==> src/rtl/tri_pixel_collector.sv <==
// rtl/tri_pixel_collector.sv - collects one rasterised triangle into an 8x8 bitmap and drains it row by row
module tri_pixel_collector #(
    parameter int SKIP_EMPTY = 0,
    parameter int FLIP_Y     = 0
) (
    input  logic       clk,
    input  logic       reset,
    input  logic       busy_in,
    input  logic       po,
    input  logic [2:0] xo,
    input  logic [2:0] yo,
    output logic       row_valid,
    input  logic       row_ready,
    output logic [7:0] row_data,
    output logic [2:0] row_idx,
    output logic [6:0] pix_cnt,
    output logic       frame_done,
    output logic       ovf
);

    typedef enum logic [1:0] {
        IDLE    = 2'd0,
        CAPTURE = 2'd1,
        DRAIN   = 2'd2
    } state_t;

    localparam logic [2:0] FIRST_ROW = (FLIP_Y != 0) ? 3'd7 : 3'd0;
    localparam logic [2:0] LAST_ROW  = (FLIP_Y != 0) ? 3'd0 : 3'd7;

    state_t state;
    state_t state_next;

    // bitmap[y][x]: one byte per row so a whole row can be presented at once
    logic [7:0][7:0] bitmap;
    logic            busy_d;

    logic       fall;
    logic       capture_en;
    logic       new_bit;
    logic       drain_start;
    logic       xfer;
    logic       advance;
    logic       search_blocked;
    logic [2:0] search_base;
    logic [7:0] cand;
    logic       found;
    logic [2:0] sel;

    assign fall        = busy_d & ~busy_in;
    assign capture_en  = po && ((state == IDLE) || (state == CAPTURE));
    assign new_bit     = capture_en && !bitmap[yo][xo];

    // In DRAIN, row_valid low means no row has been chosen yet (the first cycle after entry)
    assign drain_start = (state == DRAIN) && !row_valid;
    assign xfer        = row_valid && row_ready;
    assign advance     = drain_start || xfer;

    // Once the last row in drain order has been accepted there is nothing left to choose
    assign search_blocked = xfer && (row_idx == LAST_ROW);
    assign search_base    = drain_start ? FIRST_ROW :
                            ((FLIP_Y != 0) ? (row_idx - 3'd1) : (row_idx + 3'd1));

    // Rows still ahead of the pointer in drain order, minus empty ones when skipping
    always_comb begin
        cand = 8'h00;
        for (int y = 0; y < 8; y++) begin
            cand[y] = !search_blocked
                   && ((FLIP_Y != 0) ? (3'(y) <= search_base) : (3'(y) >= search_base))
                   && ((SKIP_EMPTY == 0) || (bitmap[y] != 8'h00));
        end
    end

    assign found = |cand;

    // Nearest candidate in drain direction: lowest y going up, highest y going down
    always_comb begin
        sel = search_base;
        if (FLIP_Y != 0) begin
            for (int y = 0; y < 8; y++) begin
                if (cand[y]) sel = 3'(y);
            end
        end else begin
            for (int y = 7; y >= 0; y--) begin
                if (cand[y]) sel = 3'(y);
            end
        end
    end

    // State register
    always_ff @(posedge clk or negedge reset) begin
        if (!reset) state <= IDLE;
        else        state <= state_next;
    end

    // Next-state logic
    always_comb begin
        state_next = state;
        case (state)
            IDLE:    if (po || busy_in) state_next = CAPTURE;
            CAPTURE: if (fall) state_next = DRAIN;
            DRAIN:   if (advance && !found) state_next = IDLE;
            default: state_next = IDLE;
        endcase
    end

    // Capture, pixel counting, row presentation and status flags
    always_ff @(posedge clk or negedge reset) begin
        if (!reset) begin
            bitmap     <= '0;
            busy_d     <= 1'b0;
            pix_cnt    <= 7'd0;
            row_valid  <= 1'b0;
            row_idx    <= 3'd0;
            frame_done <= 1'b0;
            ovf        <= 1'b0;
        end else begin
            busy_d     <= busy_in;
            frame_done <= 1'b0;

            if (po && (state == DRAIN)) ovf <= 1'b1;

            if (capture_en) bitmap[yo][xo] <= 1'b1;

            // The count of the finished frame is kept until the next frame begins
            if ((state == IDLE) && (po || busy_in))
                pix_cnt <= {6'd0, po};
            else if ((state == CAPTURE) && new_bit)
                pix_cnt <= pix_cnt + 7'd1;

            if ((state == DRAIN) && advance) begin
                if (found) begin
                    row_valid <= 1'b1;
                    row_idx   <= sel;
                end else begin
                    row_valid  <= 1'b0;
                    frame_done <= 1'b1;
                    bitmap     <= '0;
                end
            end
        end
    end

    assign row_data = row_valid ? bitmap[row_idx] : 8'h00;

endmodule
==> config.mk <==
export PLATFORM = sky130hd
export DESIGN_NAME = tri_pixel_collector
export DESIGN_NICKNAME = d
export VERILOG_FILES = /design/src/rtl/tri_pixel_collector.sv
export SDC_FILE = /design/constraint.sdc
export NUM_CORES = 1
export LEC_CHECK = 0
export CAP_MARGIN = 5
export CORE_MARGIN = 5
export CORE_UTILIZATION = 55
export DETAILED_ROUTE_END_ITERATION = 10
export HOLD_SLACK_MARGIN = 0.06
export PLACE_DENSITY = 0.83
export RECOVER_POWER = 100
export REMOVE_ABC_BUFFERS = 1
export SYNTH_ARGS = -nofsm -noshare
export SYNTH_HDL_FRONTEND = slang
export SYNTH_SLANG_ARGS = --single-unit
==> constraint.sdc <==
create_clock -name clk -period 5.61 [get_ports clk]
set_input_delay 0.8415 -clock clk [delete_from_list [all_inputs] [get_ports clk]]
set_output_delay 0.8415 -clock clk [all_outputs]
set_load 0.005 [all_outputs]
**Word-level counts from Yosys, hierarchy flattened**

Cells that the tools add are included.

- Bitwise logic cells: 3
- Reductions and logical operators: 32
- Eq/ne operators: 6
- Order comparisons: 13
- Add/sub/neg operators: 2
- Muxes and demuxes: 32

Operators by type and width:

| operator | count |
|---|---|
| two-way mux 64 bit | 3 |
| bitwise OR 64 bit | 1 |
| binary-select mux 8 bit (select 3 bit) | 2 |
| two-way mux 8 bit | 4 |
| two-way mux 3 bit | 9 |
| demux 8 bit (select 3 bit) | 1 |
| logical AND 1 bit | 20 |
| two-way mux 7 bit | 2 |
| >= comparator 3 bit, first input constant | 4 |
| < comparator 3 x 4 -> 1 bit, second input constant | 3 |
| OR reduction 8 bit | 1 |
| adder 7 x 1 -> 7 bit, second input constant | 1 |
| >= comparator 1 x 3 -> 1 bit, first input constant | 2 |
| >= comparator 2 x 3 -> 1 bit, first input constant | 2 |
| >= comparator 3 x 1 -> 1 bit, second input constant | 2 |
| two-way mux 2 bit | 3 |
| one-hot mux 2 bit (3 select lines) | 1 |
| two-way mux 1 bit | 5 |
| logical NOT 1 bit | 4 |
| != test 2 bit, second input constant | 2 |
| adder 3 x 1 -> 3 bit, second input constant | 1 |
| binary-select mux 1 bit (select 3 bit) | 1 |
| demux 1 bit (select 3 bit) | 1 |
| == test 3 bit, second input constant | 1 |
| other kinds (10) | 12 |

- Flip-flop bits (word level): 80
- Word-level logic and storage cells: 103
- Output and inout bits: 21
- Input port bits: 11

**Longest topological paths before layout**

Gate-level depths: netlist (run 1).

- Depth in word-level cells: 13
- Mapped depth: 9
- Mapped depth without buffers: 6

**Worst setup path after synthesis (run 1)**

Ideal clock, no wire load.

- Kind: input to register
- From: in yo[0]
- To: reg pix_cnt[4]
- Arrival time: 2.813 ns
- Path slack: 2.719 ns
- Buffers on the path: 2
- Library setup time: 0.078 ns
- Cell stages on the path: 8
- Data required time: 5.532 ns
- Cells stage by stage: buf_6 buf_8 mux4_2 a221oi_2 a311oi_1 a31o_4 or4_1 a21oi_1

- Longest elaborated chain between the ends: 8

RTL lines:

| item | RTL line | text |
|---|---|---|
| start, declared | 11 | `input logic [2:0] yo,` |
| binary-select mux 8 bit (select 3 bit) | 51 | `assign new_bit = capture_en && !bitmap[yo][xo];` |
| two-way mux 8 bit (not written as such) | 51 |  |
| binary-select mux 1 bit (select 3 bit) | 51 |  |
| two-way mux 1 bit (not written as such) | 51 |  |
| logical NOT 1 bit | 51 |  |
| logical AND 1 bit | 51 |  |
| logical AND 1 bit | 127 | `else if ((state == CAPTURE) && new_bit)` |
| nonzero test 2 bit (no line) | -- |  |
| end signal, assigned | 126 | `pix_cnt <= {6'd0, po};` |
| end signal, assigned | 128 | `pix_cnt <= pix_cnt + 7'd1;` |
| end, declared | 16 | `output logic [6:0] pix_cnt,` |

Every way passes these cells. The select of a mux whose other input is x is not followed.
A chain may end at the register's enable or synchronous reset.

**Worst setup path in the final report (run 1)**

- From: in yo[2]
- To: reg pix_cnt[4]

Same word-level chain as after synthesis.

==> results of run 1 <==
==> per-stage QoR <==
stage | power, mW | hold WS, ps | util | instance area, um^2
finish | 1.90 | 451 | 0.626 | 4790
floorplan | 1.27 | 451 | - | 4130
global placement | 1.54 | 440 | 0.605 | 4630
CTS | 1.94 | 463 | 0.626 | 4790
detailed placement | 1.57 | 444 | 0.605 | 4630
global route | 2.02 | 473 | 0.626 | 4790
==> logic make-up (layout without fill, tap and decap cells) <==
family,after synthesis,count (layout)
and+or+nand+nor,147,147
AOI/OAI and AO/OA,91,91
DFF,80,80
muxes,51,51
buffers and inverters,32,58
adders and majority gates,3,3
==> sequential cells by signal, indices dropped and copies added (netlist names) <==
name and cells:
busy_d 1, ovf 1, row_valid 1, state 2, row_idx 3, bitmap 64, frame_done 1, pix_cnt 7
==> per-layer routing <==
layer  vias up  GRT usage
met2       191      0.350
met4         0      0.113
met1      1693      0.316
met3        30     0.0493
met5         -          0
li1       1515          -
==> layout by cell type, fill, tap and decap left out, types with 4 or more instances in the layout <==
cell	n
clkbuf_8	9
mux2i_1	21
o31ai_1	4
nand3_1	6
or4_1	4
a31oi_1	6
buf_4	9
clkinv_2	4
nor2_1	90
nor2b_1	5
dfrtp_1	80
dlygate4sd3_1	24
mux4_2	25
a21oi_1	66
nand2_1	10
nor3b_1	6
clkdlybuf4s50_1	6
nor3_1	8
and3_1	4
==> final timing paths <==
| path | to | slack, ps | cells past startpoint |
|---|---|---|---|
| worst max-delay path | pix_cnt[4] | 1660 | 7 |
| worst min-delay path | ovf | 450 | 1 |
| worst max register to register | bitmap[2] | 2620 | 6 |
| worst min register to register | ovf | 450 | 1 |
| max in group asynchronous | bitmap[47] | 4330 | 1 |
| min in group asynchronous | bitmap[12] | 640 | 1 |
==> report_power, final <==
part / total (mW) / switching (mW) / internal [mW]
Combinational: 0.626 / 0.246 / 0.379
Clock: 0.370 / 0.212 / 0.158
Sequential: 0.908 / 0.197 / 0.711
==> cell type report <==
type | instances | area [um^2] | share of cell area
multi-input combinational | 292 | 2110 | 0.442
sequential | 80 | 2000 | 0.418
clock buffer | 10 | 128 | 0.0267
inverter | 3 | 11.3 | 0.00235
clock inverter | 6 | 36.3 | 0.00758
timing repair buffer | 39 | 368 | 0.0769
tap | 102 | 128 | 0.0267
==> worst max-delay path: stages <==
cell	delay (ps)
dlygate4sd3_1	1290
mux4_2	610
mux2i_1	140
o221ai_1	140
or3_1	520
or4_1	510
a21oi_1	170
==> key figures, run 1 <==
Timing
  • Rel. slew slack: -0.208
  • Clock period minus worst slack: 3950 ps
  • Fin crit share: 0.704
  • Setup ws final: 1660 ps
  • Skew final: 5.45 ps
  • TNS Setup: 0 ps
  • Worst slew pin tran: 1790 ps
  • Final setup fails: 0
  • Final Hold Viols: 0
  • Max Transition Viols Final: 9
  • Fmax: 0.253 GHz
  • RSZ-0062 raised after global routing: no

Pwr
  • Leak: 2.13 nW
  • Worst VDD drop: 224 uV
  • Power per cell area: 398 nW/um^2

Synthesis
  • Top FF cell, synth: dfrtp_1
  • Post-synthesis mux area share: 0.205
  • Average size of a mapped cell: 10.6 um^2
  • Synthesized area: 4270 um^2
  • Yosys reg bits: 80
  • Synthesis Warnings: 0
  • Top post-synthesis cells by area: dfrtp_1 47%, mux4_2 13%, nor2_1 7.9%, a21oi_1 7.7%, mux2i_1 4.9%
  • Post-synthesis cell type with the largest combined area: dfrtp_1
  • Share of flip-flops with an asynchronous set or reset: 1.00
  • Largest family of logic cells by synthesized area: multiplexers
  • Register area share after synthesis: 0.469
  • Post-synthesis compound-gate area fraction: 0.124
  • Post-synth top cells: 90 x nor2_1, 80 x dfrtp_1, 66 x a21oi_1, 25 x mux4_2, 21 x mux2i_1
  • Synth Instances: 404
  • Area fraction of the dominant cell type after synthesis: 0.469
  • Xor/xnor share of the synthesized area: 0
  • Number of synthesized flops with an enable pin: 0
  • Top-count cell post-synth: nor2_1
  • Post-Synth Simple-Gate Area: 0.157
  • Post-Synth Adder-Cell Area: 0.00879
  • Netlist cell types: 46

Global routing
  • Total track usage: 0.230
  • Grt ovf: 0
  • Initial antenna violation count: 0
  • Vias in the first global route: 3399
  • First-pass GRT wire length: 17.3 mm
  • Largest net degree at the start of global routing: 81

Floorplan
  • Core Box Area: 7650 um^2
  • Num ports: 32
  • Die width: 98.1 um
  • Initial Util: 0.558
  • Number of core rows: 32
  • Die Ht: 98.1 um
  • Die area: 9630 um^2

Route
  • Via density: 6.45
  • Met3 routed WL: 1.01 mm
  • Post-route ant nets: 0
  • Drc violations: 0
  • WL final: 10.6 mm
  • Via count: 3429
  • Uppermost layer routed: met4
  • Met2 wire len: 5.02 mm
  • DRT Pass-1 Iters: 5
  • Drt wl/cell: 20.0 um
  • DR iter-0 viols: 269
  • Met1 WL: 4.25 mm

Place
  • Global placer's final weighted congestion: 0.873
  • DP HPWL: 6.87 mm
  • Count of input and output buffers: 31
  • Worst slack at placement: 1380 ps
  • Post-Place Cells: 515

CTS
  • CTS tree: yes
  • Clock sink total: 80
  • CTS clock-pin slew for the worst setup and hold paths: 80 ps
  • TritonCTS Buffers: 9
  • CTS root buf: clkbuf_8
  • Clock Latency Late Sink: 360 ps
  • Post-CTS resize count: 0
  • # Post-CTS Setup Buffers: 0
  • # hold bufs at CTS: 0
  • Clk buf depth: 2
  • Htree depth: 3

Setup path
  • Required @ worst endpoint: 5900 ps
  • Setup crit start kind: input port
  • Critical path origin: yo[2]
  • Worst-path maximum fanout: 24
  • Critical R2R Launch: row_idx[0]
  • Worst path arrival time: 4240 ps
  • Type of element capturing the critical path: flip-flop
  • Critical path type: input port to flip-flop

Worst hold path
  • HP Start: ovf
  • Hold crit path type: flip-flop to flip-flop

Cells and area
  • Nets: 439
  • Area Overhead vs Synth: 12.1%
  • Share of cells above drive strength 1: 0.126
  • Final cell count without fillers: 532
  • N_diodes: 0
  • Fill count: 626

Job
  • Max-Cap Viols: 1

Run status
  • Outcome: complete, but fails checks
  • Failing checks: capacitance limit, slew limit
No activity file was read; power rests on OpenSTA's default activity.
==> run 2: changes to the inputs <==
- CORE_UTILIZATION: 55 -> 53
- clock period: 5.61 -> 3.4 ns (I/O delays scaled with it)
==> key figures, run 2 (synthesis results as in run 1) <==
Setup path
  • Critical R2R Launch: row_idx[2]
  • Worst Reg-to-Reg Cells: 5 (-1)
  • Worst-path maximum fanout: 9 (-63%)
  • Worst path arrival time: 3340 ps (-900 ps)
  • Type of element capturing the critical path: flip-flop
  • Required @ worst endpoint: 3680 ps (-2220 ps)
  • Critical path type: input port to flip-flop
  • Setup crit start kind: input port
  • Register-to-register setup slack: 690 ps (-1930 ps)
  • Reg2reg end: bitmap[54]

Pwr
  • Power per cell area: 677 nW/um^2 (+70%)
  • Worst VDD drop: 351 uV (+56%)
  • Leak: 2.23 nW (+4.5%)

Global routing
  • Total track usage: 0.235 (+0.00513)
  • Vias in the first global route: 3387 (-0.35%)
  • Largest net degree at the start of global routing: 81 (unchanged)
  • First-pass GRT wire length: 18.1 mm (+4.6%)
  • Initial antenna violation count: 0 (unchanged)
  • Grt ovf: 0 (unchanged)

Place
  • Post-Place Cells: 533 (+3.5%)
  • Global placer's final weighted congestion: 0.939 (+7.6%)
  • Count of input and output buffers: 31 (unchanged)
  • DP HPWL: 7.47 mm (+8.7%)

Timing
  • Max Transition Viols Final: 81 (+72)
  • Worst slew pin tran: 1930 ps (+144 ps)
  • Rel. slew slack: -0.288 (-0.0798)
  • Skew final: 4.48 ps (-0.969 ps)
  • Clock period minus worst slack: 3060 ps
  • Final Hold Viols: 0 (unchanged)
  • Final setup fails: 0 (unchanged)
  • RSZ-0062 raised after global routing: no
  • Fmax: 0.327 GHz
  • Fin crit share: 0.901

Cells and area
  • N_diodes: 0 (unchanged)
  • Max FFs per register: 64 (unchanged)
  • Fill count: 635 (+1.4%)
  • Reg with most FFs: bitmap
  • Most common cell after layout, fill and taps aside: nor2_1
  • Commonest non-fill, non-tap cells in the layout: 90 x nor2_1, 80 x dfrtp_1, 66 x a21oi_1
  • Top Registers: bitmap: 64 flops, pix_cnt: 7 flops, row_idx: 3 flops
  • Share of cells above drive strength 1: 0.159 (+0.0336)
  • Area Overhead vs Synth: 16.0%
  • Fin util: 0.634 (+0.00864)
  • Nets: 456 (+3.9%)
  • Final cell count without fillers: 548 (+3.0%)

Run status
  • Failing checks: capacitance limit, slew limit
  • Outcome: complete, but fails checks

CTS
  • CTS tree: yes
  • Clk buf depth: 2 (unchanged)
  • CTS clock-pin slew for the worst setup and hold paths: 80 ps (about the same)
  • # hold bufs at CTS: 0 (unchanged)
  • Clock Latency Late Sink: 350 ps (about the same)
  • TritonCTS Buffers: 9 (unchanged)
  • Clock sink total: 80 (unchanged)
  • Post-CTS resize count: 0 (unchanged)
  • # Post-CTS Setup Buffers: 0 (unchanged)
  • CTS root buf: clkbuf_8
  • Htree depth: 3 (unchanged)

Job
  • Max-Cap Viols: 1 (unchanged)

Route
  • Via density: 6.45 (about the same)
  • Via count: 3535 (+3.1%)
  • DRT Pass-1 Iters: 5 (unchanged)
  • Post-route ant nets: 0 (unchanged)
  • DR iter-0 viols: 401 (+49%)
  • Met3 routed WL: 1.01 mm (-0.30%)
  • Drc violations: 0 (unchanged)
  • Met2 wire len: 5.24 mm (+4.4%)
  • Drt wl/cell: 20.2 um (+0.97%)
  • WL final: 11.1 mm (+4.0%)
  • Met1 WL: 4.56 mm (+7.3%)
  • Uppermost layer routed: met4

Floorplan
  • Number of core rows: 32 (unchanged)
  • Die area: 9950 um^2 (+3.4%)
  • Num ports: 32 (unchanged)
  • Core Box Area: 7810 um^2 (+2.1%)
  • Initial Util: 0.547 (-0.0115)
  • Die Ht: 99.8 um (+1.7%)
  • Die width: 99.8 um (+1.7%)

Worst hold path
  • Hold crit path type: flip-flop to flip-flop
  • Hold path cells: 1 (unchanged)
  • Worst Hold End: ovf
  • HP Start: ovf
==> run 2: cell types whose count changed in the layout (fill, tap and decap cells not counted), sizes merged <==
| cell | delta |
|---|---|
| buf | +15 |
| clkinv | -3 |
| bufinv | +2 |
| clkbuf | +1 |
| clkdlybuf4s50 | +1 |
| clkinvlp | +1 |
| dlygate4sd3 | -1 |
==> run 2: final cells by class <==
class                           count  area, um^2  area share
Multi-Input combinational cell    292        2110       0.427
Sequential cell                    80        2000       0.404
Timing Repair Buffer               56         490      0.0990
Tap cell                          102         128      0.0258
Clock buffer                        9         124      0.0250
Clock inverter                      6        85.1      0.0172
Inverter                            3        11.3     0.00227
==> run 2: stage by stage <==
step,setup WS (ps),setup TNS (ps),area [um^2],power [mW],hold WS (ps)
after global placement,224,0,4750,2.61,440
after floorplan,-1940,-122910,4130,2.09,214
after detailed placement,103,0,4750,2.66,448
after global routing,292,0,4950,3.57,490
final,337,0,4950,3.36,456
after CTS,454,0,4960,3.41,352
==> run 2: critical path, stage by stage <==
cell           delay [ps]
dlygate4sd3_1         630
buf_4                 220
mux4_1                570
mux2i_1               150
nor2_1                 70
or3_1                 480
or4_1                 530
a21oi_1               170
==> run 2: where the power goes <==
part / total, mW / internal, mW / switching (mW)
sequential: 1.41 / 1.18 / 0.229
combinational: 1.20 / 0.651 / 0.547
clock: 0.751 / 0.406 / 0.345
total: 3.36 / 2.23 / 1.12
==> run 2: worst max-delay path by stage <==
| stage | end | depth (start not counted) | slack [ps] | start |
|---|---|---|---|---|
| 6_report | pix_cnt[4] | 8 | 340 | yo[0] |
| 5_1_grt | pix_cnt[6] | 8 | 290 | yo[0] |
| 4_1_cts | pix_cnt[4] | 8 | 450 | yo[0] |
| 2_1_floorplan | frame_done | 4 | -1940 | row_idx[0] |
| 3_3_place_gp | pix_cnt[3] | 8 | 220 | yo[0] |
| 3_5_place_dp | pix_cnt[4] | 8 | 100 | yo[0] |
==> run 2: metal layers <==
metal,track usage,up-vias
li1,-,1547
met1,0.329,1756
met2,0.363,207
met3,0.0589,25
met4,0.0735,0
met5,0,-
